===== config.mk =====
export PLATFORM = sky130hd
export DESIGN_NAME = ieeedrv_track_arb
export DESIGN_NICKNAME = d
export VERILOG_FILES = /design/src/rtl/ieeedrv_pkg.sv /design/src/rtl/ieeedrv_sync.sv /design/src/rtl/ieeedrv_track_arb.sv
export SDC_FILE = /design/constraint.sdc
export NUM_CORES = 1
export LEC_CHECK = 0
export BUFFER_PORTS_ARGS = -buffer_cell sky130_fd_sc_hd__buf_2
export CORE_ASPECT_RATIO = 1.4
export CORE_MARGIN = 8
export CORE_UTILIZATION = 59
export DETAILED_ROUTE_END_ITERATION = 8
export MAX_ROUTING_LAYER = met4
export PLACE_DENSITY = 0.8
export SLEW_MARGIN = 20
export SYNTH_ARGS = -nofsm -noshare
export SYNTH_HDL_FRONTEND = slang
export SYNTH_SLANG_ARGS = --single-unit
export TNS_END_PERCENT = 20

===== constraint.sdc =====
create_clock -name clk_sys -period 11.35 [get_ports clk_sys]
set_input_delay 1.135 -clock clk_sys [delete_from_list [all_inputs] [get_ports clk_sys]]
set_output_delay 1.135 -clock clk_sys [all_outputs]
set_load 0.01 [all_outputs]

===== src/rtl/ieeedrv_pkg.sv =====
// rtl/ieeedrv_pkg.sv - shared types and disk geometry helpers for the IEEE drive track arbiter
package ieeedrv_pkg;

    typedef enum logic [1:0] {ACT_NONE, ACT_WRITE, ACT_INIT, ACT_READ} act_e;
    typedef enum logic [1:0] {ST_IDLE, ST_REQ, ST_XFER, ST_DONE} state_e;

    localparam logic [7:0] NO_TRACK = 8'hFF;

    // Start-sector tables expressed per zone: the value for t is the number of
    // sectors in tracks 1..t, i.e. the first sector of track t+1.
    function automatic logic [12:0] start_4040(input logic [7:0] t);
        int unsigned u;
        int unsigned s;
        u = {24'd0, t};
        if (u <= 17)      s = 21 * u;
        else if (u <= 24) s = 357 + 19 * (u - 17);
        else if (u <= 30) s = 490 + 18 * (u - 24);
        else              s = 598 + 17 * (u - 30);
        return 13'(s);
    endfunction

    function automatic int unsigned side_8250(input int unsigned u);
        if (u <= 39)      return 29 * u;
        else if (u <= 53) return 1131 + 27 * (u - 39);
        else if (u <= 64) return 1509 + 25 * (u - 53);
        else              return 1784 + 23 * (u - 64);
    endfunction

    // Second side repeats the first side's zones after 2083 sectors.
    function automatic logic [12:0] start_8250(input logic [7:0] t);
        int unsigned u;
        int unsigned s;
        u = {24'd0, t};
        s = (u <= 77) ? side_8250(u) : 2083 + side_8250(u - 77);
        return 13'(s);
    endfunction

    function automatic logic [12:0] start_sector(input logic dtype, input logic [7:0] t);
        return dtype ? start_4040(t) : start_8250(t);
    endfunction

    function automatic logic track_valid(input logic dtype, input logic [7:0] t);
        return (t >= 8'd1) && (t <= (dtype ? 8'd40 : 8'd154));
    endfunction

    function automatic logic [7:0] init_track(input logic dtype);
        return dtype ? 8'd18 : 8'd39;
    endfunction

endpackage


===== src/rtl/ieeedrv_sync.sv =====
// rtl/ieeedrv_sync.sv - two-flop synchroniser for asynchronous level inputs
module ieeedrv_sync #(
    parameter int W = 1
) (
    input  logic         clk,
    input  logic         reset_n,
    input  logic [W-1:0] d,
    output logic [W-1:0] q
);

    logic [W-1:0] meta;

    always_ff @(posedge clk or negedge reset_n) begin
        if (!reset_n) begin
            meta <= '0;
            q    <= '0;
        end else begin
            meta <= d;
            q    <= meta;
        end
    end

endmodule


===== src/rtl/ieeedrv_track_arb.sv =====
// rtl/ieeedrv_track_arb.sv - per-drive track buffers arbitrated round-robin onto one SD block channel
module ieeedrv_track_arb
    import ieeedrv_pkg::*;
#(
    parameter int NDRV   = 2,
    parameter int SETTLE = 64,
    parameter int DW     = (NDRV > 1) ? $clog2(NDRV) : 1
) (
    input  logic              clk_sys,
    input  logic              reset_n,
    input  logic              ce,
    input  logic              drv_type,
    input  logic [NDRV-1:0]   mounted,
    input  logic [NDRV*8-1:0] track,
    input  logic [NDRV-1:0]   dirty,
    input  logic [NDRV-1:0]   flush,
    output logic [31:0]       sd_lba,
    output logic [5:0]        sd_blk_cnt,
    output logic [DW-1:0]     sd_drv,
    output logic              sd_rd,
    output logic              sd_wr,
    input  logic              sd_ack,
    output logic [NDRV*8-1:0] ltrack,
    output logic [NDRV-1:0]   busy
);

    localparam int CW = (SETTLE > 0) ? $clog2(SETTLE + 1) : 1;
    localparam logic [CW-1:0] SETTLE_MAX = CW'(SETTLE);

    logic [NDRV-1:0] m_sync, old_mounted, m_rise, m_fall;
    logic [NDRV-1:0] dirty_r, init_pend, flush_pend;
    logic [7:0]      trk      [NDRV];
    logic [7:0]      ltrack_r [NDRV];
    logic [7:0]      track_q  [NDRV];
    logic [CW-1:0]   settle   [NDRV];
    act_e            need     [NDRV];

    state_e          state, state_nx;
    logic [DW-1:0]   rr_ptr, gnt_drv, cand;
    logic [DW:0]     scan;
    logic            gnt_valid, dirty_again;
    act_e            gnt_act, g_act;
    logic [7:0]      gnt_track, g_track;
    logic [12:0]     lba_start, lba_end;

    ieeedrv_sync #(.W(NDRV)) u_mount_sync (
        .clk     (clk_sys),
        .reset_n (reset_n),
        .d       (mounted),
        .q       (m_sync)
    );

    assign m_rise = m_sync & ~old_mounted;
    assign m_fall = ~m_sync & old_mounted;

    for (genvar g = 0; g < NDRV; g++) begin : g_drv
        assign trk[g]            = track[g*8 +: 8];
        assign ltrack[g*8 +: 8]  = ltrack_r[g];
    end

    // The track_q match keeps a freshly changed track from borrowing the old settle count.
    always_comb begin
        for (int d = 0; d < NDRV; d++) begin
            need[d] = ACT_NONE;
            if (dirty_r[d] && ltrack_r[d] != NO_TRACK && (flush_pend[d] || trk[d] != ltrack_r[d]))
                need[d] = ACT_WRITE;
            else if (init_pend[d])
                need[d] = ACT_INIT;
            else if (m_sync[d] && track_valid(drv_type, trk[d]) && trk[d] != ltrack_r[d] &&
                     settle[d] == SETTLE_MAX && trk[d] == track_q[d])
                need[d] = ACT_READ;
        end
    end

    always_comb begin
        gnt_valid = 1'b0;
        gnt_drv   = '0;
        gnt_act   = ACT_NONE;
        scan      = '0;
        cand      = '0;
        for (int i = 1; i <= NDRV; i++) begin
            scan = {1'b0, rr_ptr} + (DW+1)'(i);
            if (scan >= (DW+1)'(NDRV))
                scan = scan - (DW+1)'(NDRV);
            cand = scan[DW-1:0];
            if (!gnt_valid && need[cand] != ACT_NONE) begin
                gnt_valid = 1'b1;
                gnt_drv   = cand;
                gnt_act   = need[cand];
            end
        end
        case (gnt_act)
            ACT_WRITE: gnt_track = ltrack_r[gnt_drv];
            ACT_INIT:  gnt_track = init_track(drv_type);
            default:   gnt_track = trk[gnt_drv];
        endcase
        lba_start = start_sector(drv_type, gnt_track - 8'd1);
        lba_end   = start_sector(drv_type, gnt_track);
    end

    always_comb begin
        state_nx = state;
        sd_rd    = 1'b0;
        sd_wr    = 1'b0;
        case (state)
            ST_IDLE: if (gnt_valid) state_nx = ST_REQ;
            ST_REQ: begin
                sd_rd = (g_act != ACT_WRITE);
                sd_wr = (g_act == ACT_WRITE);
                if (sd_ack) state_nx = ST_XFER;
            end
            ST_XFER: if (!sd_ack) state_nx = ST_DONE;
            ST_DONE: state_nx = ST_IDLE;
            default: state_nx = ST_IDLE;
        endcase
    end

    always_ff @(posedge clk_sys or negedge reset_n) begin
        if (!reset_n) state <= ST_IDLE;
        else          state <= state_nx;
    end

    always_ff @(posedge clk_sys or negedge reset_n) begin
        if (!reset_n) begin
            sd_lba      <= '0;
            sd_blk_cnt  <= '0;
            sd_drv      <= '0;
            g_act       <= ACT_NONE;
            g_track     <= NO_TRACK;
            rr_ptr      <= DW'(NDRV - 1);
            dirty_again <= 1'b0;
        end else begin
            if (state == ST_IDLE && gnt_valid) begin
                sd_lba      <= {19'd0, lba_start};
                sd_blk_cnt  <= 6'(lba_end - lba_start - 13'd1);
                sd_drv      <= gnt_drv;
                g_act       <= gnt_act;
                g_track     <= gnt_track;
                dirty_again <= 1'b0;
            end
            if ((state == ST_REQ || state == ST_XFER) && dirty[sd_drv] && m_sync[sd_drv])
                dirty_again <= 1'b1;
            if (state == ST_DONE)
                rr_ptr <= sd_drv;
        end
    end

    // Later assignments win: mount edges override completion, pulses override write-back clear.
    always_ff @(posedge clk_sys or negedge reset_n) begin
        if (!reset_n) begin
            old_mounted <= '0;
            dirty_r     <= '0;
            init_pend   <= '0;
            flush_pend  <= '0;
            busy        <= '0;
            for (int d = 0; d < NDRV; d++) begin
                ltrack_r[d] <= NO_TRACK;
                track_q[d]  <= '0;
                settle[d]   <= '0;
            end
        end else begin
            old_mounted <= m_sync;
            for (int d = 0; d < NDRV; d++) begin
                track_q[d] <= trk[d];
                if (trk[d] != track_q[d])
                    settle[d] <= '0;
                else if (ce && settle[d] != SETTLE_MAX)
                    settle[d] <= settle[d] + 1'b1;

                if (state == ST_DONE && sd_drv == DW'(d)) begin
                    busy[d] <= 1'b0;
                    if (g_act == ACT_WRITE) begin
                        if (!dirty_again) dirty_r[d] <= 1'b0;
                        flush_pend[d] <= 1'b0;
                    end else begin
                        ltrack_r[d]  <= m_sync[d] ? g_track : NO_TRACK;
                        init_pend[d] <= 1'b0;
                    end
                end
                if (state == ST_IDLE && gnt_valid && gnt_drv == DW'(d))
                    busy[d] <= 1'b1;

                if (m_sync[d]) begin
                    if (dirty[d]) dirty_r[d]    <= 1'b1;
                    if (flush[d]) flush_pend[d] <= 1'b1;
                end
                if (m_rise[d]) begin
                    init_pend[d] <= 1'b1;
                    dirty_r[d]   <= 1'b0;
                end
                if (m_fall[d]) begin
                    dirty_r[d]    <= 1'b0;
                    init_pend[d]  <= 1'b0;
                    flush_pend[d] <= 1'b0;
                    ltrack_r[d]   <= NO_TRACK;
                end
            end
        end
    end

endmodule


==> results_dict.tcl <==
set metrics [dict create \
    rows 83 \
    final_area_sq_mm 0.0237 \
    hold_class "register to register" \
    start_util 0.596 \
    numClockSinks 94 \
    ctsHoldBuffers 0 \
    cts_tree "yes" \
    synth-compound-area-share 0.159 \
    vias_per_cell 6.12 \
    antenna_left 0 \
    seqCellArea_sq_mm 0.00238 \
    drtPass1Iterations 6 \
    cts_max_level 3 \
    crit_required_ns 11.63 \
    muxShareOfSynthArea 0.0215 \
    totalWireLength_um 69800 \
    cts_root_buf "clkbuf_16" \
    synth_top_family_by_area "adder cells" \
    diodes 0 \
    hold_violations 0 \
    dieArea_sq_mm 0.0434 \
    grt.overflow.total 0 \
    syn-cell-area_sq_mm 0.0218 \
    drc 0 \
    synth-edff-count 0 \
    synthSimpleGateAreaFrac 0.110 \
    num-fill-cells 3117 \
    startpoint_type "primary input" \
    synth-xor-area-share 0.137 \
    synth_cell_types 92 \
    grt_pass1_vias 19627 \
    synth-seq-cells 94 \
    hpwlAfterDp_um 57700 \
    cp_slowest_stage_delay_ns 0.73 \
    netlist_instances 2504 \
    track_usage 0.331 \
    setup_viol 0 \
    antenna_found_initial 0 \
    syn_to_final_growth_pct 8.65 \
    cts-buffers-inserted 9 \
    gp_congestion 1.05 \
    ys_warn_count 0 \
    grt_max_degree 57 \
    drtIter0Drc 1381 \
    min_period_ns 10.85 \
    synth_ff_type "dfrtp_1" \
    num-nets-final 3225 \
    finClkSkew_ns 0.0222 \
    slew_headroom 0.232 \
    yosys.area_share.adder 0.386 \
    synthArstFlopShare 1.00 \
    worst_slew_pin_slew_ns 1.12 \
    die_x_um 178 \
    critPathArrivalTime_ns 11.13 \
    synth_area_per_cell_sq_um 8.70 \
    die_h_um 243 \
    drive_gt1_frac 0.110 \
    portBuffers 66 \
    seq_area_frac_synth 0.109 \
    slew_violations 0 \
    cp_common_cell "ha_1" \
    clk_pin_slew_ns 0.09 \
    post-route-period-util 0.956 \
    end_kind "register" \
    fmax_mhz 92.2 \
    core_sq_mm 0.0366 \
    cp_max_fo 11 \
    multi_input_area_sq_mm 0.0181 \
    boundaryPins 86 \
    clkLatencyLatePin_ns 0.37 \
    grt_pass1_wl_um 109000 \
    wl_per_cell_um 22.6 \
    cp_slowest_cell "a2111oi_2" \
    place_area_sq_mm 0.0232 \
    clock_path_buffers 2 \
    status "complete, no violations" \
    vias 18876 \
    maxCapViolCount 0 \
    worstSetupPathType "primary input to register" \
]
-- placed cells by master (no fill, tap or decap), types with 25 or more instances in the layout --
master	netlist	routed
ha_1	442	437
inv_1	328	325
xnor2_1	243	233
nand2_1	171	171
a21oi_1	159	152
fa_1	144	144
nor2_1	125	125
buf_4	21	96
o21ai_0	86	83
xor2_1	83	82
dfrtp_1	69	69
buf_2	5	65
a211oi_1	56	56
a21o_1	37	37
nor3_1	36	36
o21bai_1	34	34
mux2i_1	33	33
nand3_1	28	27
dfstp_2	25	25
-- area by class of cell --
class	count	area share
multi-input cells	2008	0.763
flip-flops and latches	94	0.101
inverters	338	0.0548
repair buffers	161	0.0442
well taps	467	0.0247
clock buffers	9	0.00951
clock inverters	7	0.00317
-- cells by family (layout without fill, tap and decap cells) --
family,after synthesis,count (layout)
AOI/OAI and AO/OA,524,524
DFF,94,94
other,1,19
buffers and inverters,420,515
muxes,45,45
xor gates and xnor gates,333,333
adders and majority gates,586,586
and+or+nand+nor,501,501
-- state kept, by name, indices dropped and copies added (netlist names), 6 cells and up --
name,flops
track_q,16
ltrack,16
g_track,8
settle,14
sd_blk_cnt,6
sd_lba,13
-- what timing repair did --
item                       in CTS  in global routing
setup buffers                   0                  9
setup endpoints to repair       0                  8
resized for setup               0                 18
-- per-stage QoR --
| stage | hold slack, ns | setup TNS [ns] | util | setup WS [ns] | std cells |
|---|---|---|---|---|---|
| global placement | 0.344 | -0.148 | 0.634 | -0.148 | 3059 |
| CTS | 0.354 | 0 | 0.642 | 0.138 | 3075 |
| finish | 0.362 | 0 | 0.648 | 0.499 | 3084 |
| detailed placement | 0.338 | -0.291 | 0.634 | -0.213 | 3059 |
| floorplan | 0.331 | 0 | - | 0.00248 | 2522 |
| global route | 0.360 | -0.0117 | 0.648 | -0.0117 | 3084 |
-- layer usage --
metal / vias up / track usage / share of wire
met5: - / - / 0
li1: 8712 / - / -
met4: 0 / 0.236 / 0.090
met2: 749 / 0.567 / 0.49
met1: 9104 / 0.350 / 0.36
met3: 311 / 0.0356 / 0.058
-- worst max-delay path: cells and delay by family --
kind	cells	cell delay, ns
adder cells (fa/ha/maj)	12	3.70
AO/OA/AOI/OAI	11	2.79
AND/OR/NAND/NOR	8	1.20
XOR/XNOR	5	1.18
buffers and inverters	6	0.92
multiplexers	1	0.18
-- cell usage after synthesis, types with 6 or more instances --
| library cell | instances | area (sq um) |
|---|---|---|
| or4_1 | 9 | 67.6 |
| o211ai_1 | 11 | 82.6 |
| a2bb2oi_1 | 7 | 61.3 |
| clkbuf_1 | 50 | 188 |
| nor3_1 | 36 | 180 |
| nand2_1 | 171 | 642 |
| a21oi_1 | 159 | 796 |
| a21o_1 | 37 | 278 |
| o21ai_0 | 86 | 430 |
| o22ai_1 | 10 | 62.6 |
| a211o_1 | 6 | 52.6 |
| or2_2 | 6 | 37.5 |
| a31oi_1 | 21 | 131 |
| xor2_1 | 83 | 727 |
| a211oi_1 | 56 | 420 |
| nand3_1 | 28 | 140 |
| and3_1 | 11 | 68.8 |
| dfrtp_1 | 69 | 1730 |
| dfstp_2 | 25 | 657 |
| a221oi_1 | 7 | 61.3 |
| mux2_2 | 10 | 113 |
| nor2b_1 | 18 | 113 |
| xnor2_1 | 243 | 2130 |
| o21ai_1 | 6 | 30.0 |
| o21bai_1 | 34 | 255 |
| nand4_1 | 22 | 138 |
| inv_1 | 328 | 1230 |
| nor4_1 | 13 | 81.3 |
| nand2b_1 | 18 | 113 |
| mux2i_1 | 33 | 330 |
| nand3b_1 | 6 | 45.0 |
| and2_1 | 17 | 106 |
| fa_1 | 144 | 2880 |
| o21a_1 | 13 | 97.6 |
| nor2_1 | 125 | 469 |
| a22oi_1 | 7 | 52.6 |
| ha_1 | 442 | 5530 |
| buf_4 | 21 | 158 |
-- worst paths after layout --
check / depth (start not counted) / endpoint / from / slack (ns)
worst min register to register: 0 / u_mount_sync.q[0] / u_mount_sync.meta[0] / 0.36
max in group asynchronous: 2 / settle[0] / reset_n / 9.43
worst min-delay path: 0 / u_mount_sync.q[0] / u_mount_sync.meta[0] / 0.36
min in group asynchronous: 1 / sd_blk_cnt[1] / reset_n / 0.73
worst max-delay path: 43 / sd_blk_cnt[5] / drv_type / 0.50
worst max register to register: 39 / sd_blk_cnt[5] / ltrack[15] / 1.04
Power is not shown: default switching activity piles up to over one toggle a cycle in this logic, so the estimate is an artifact.
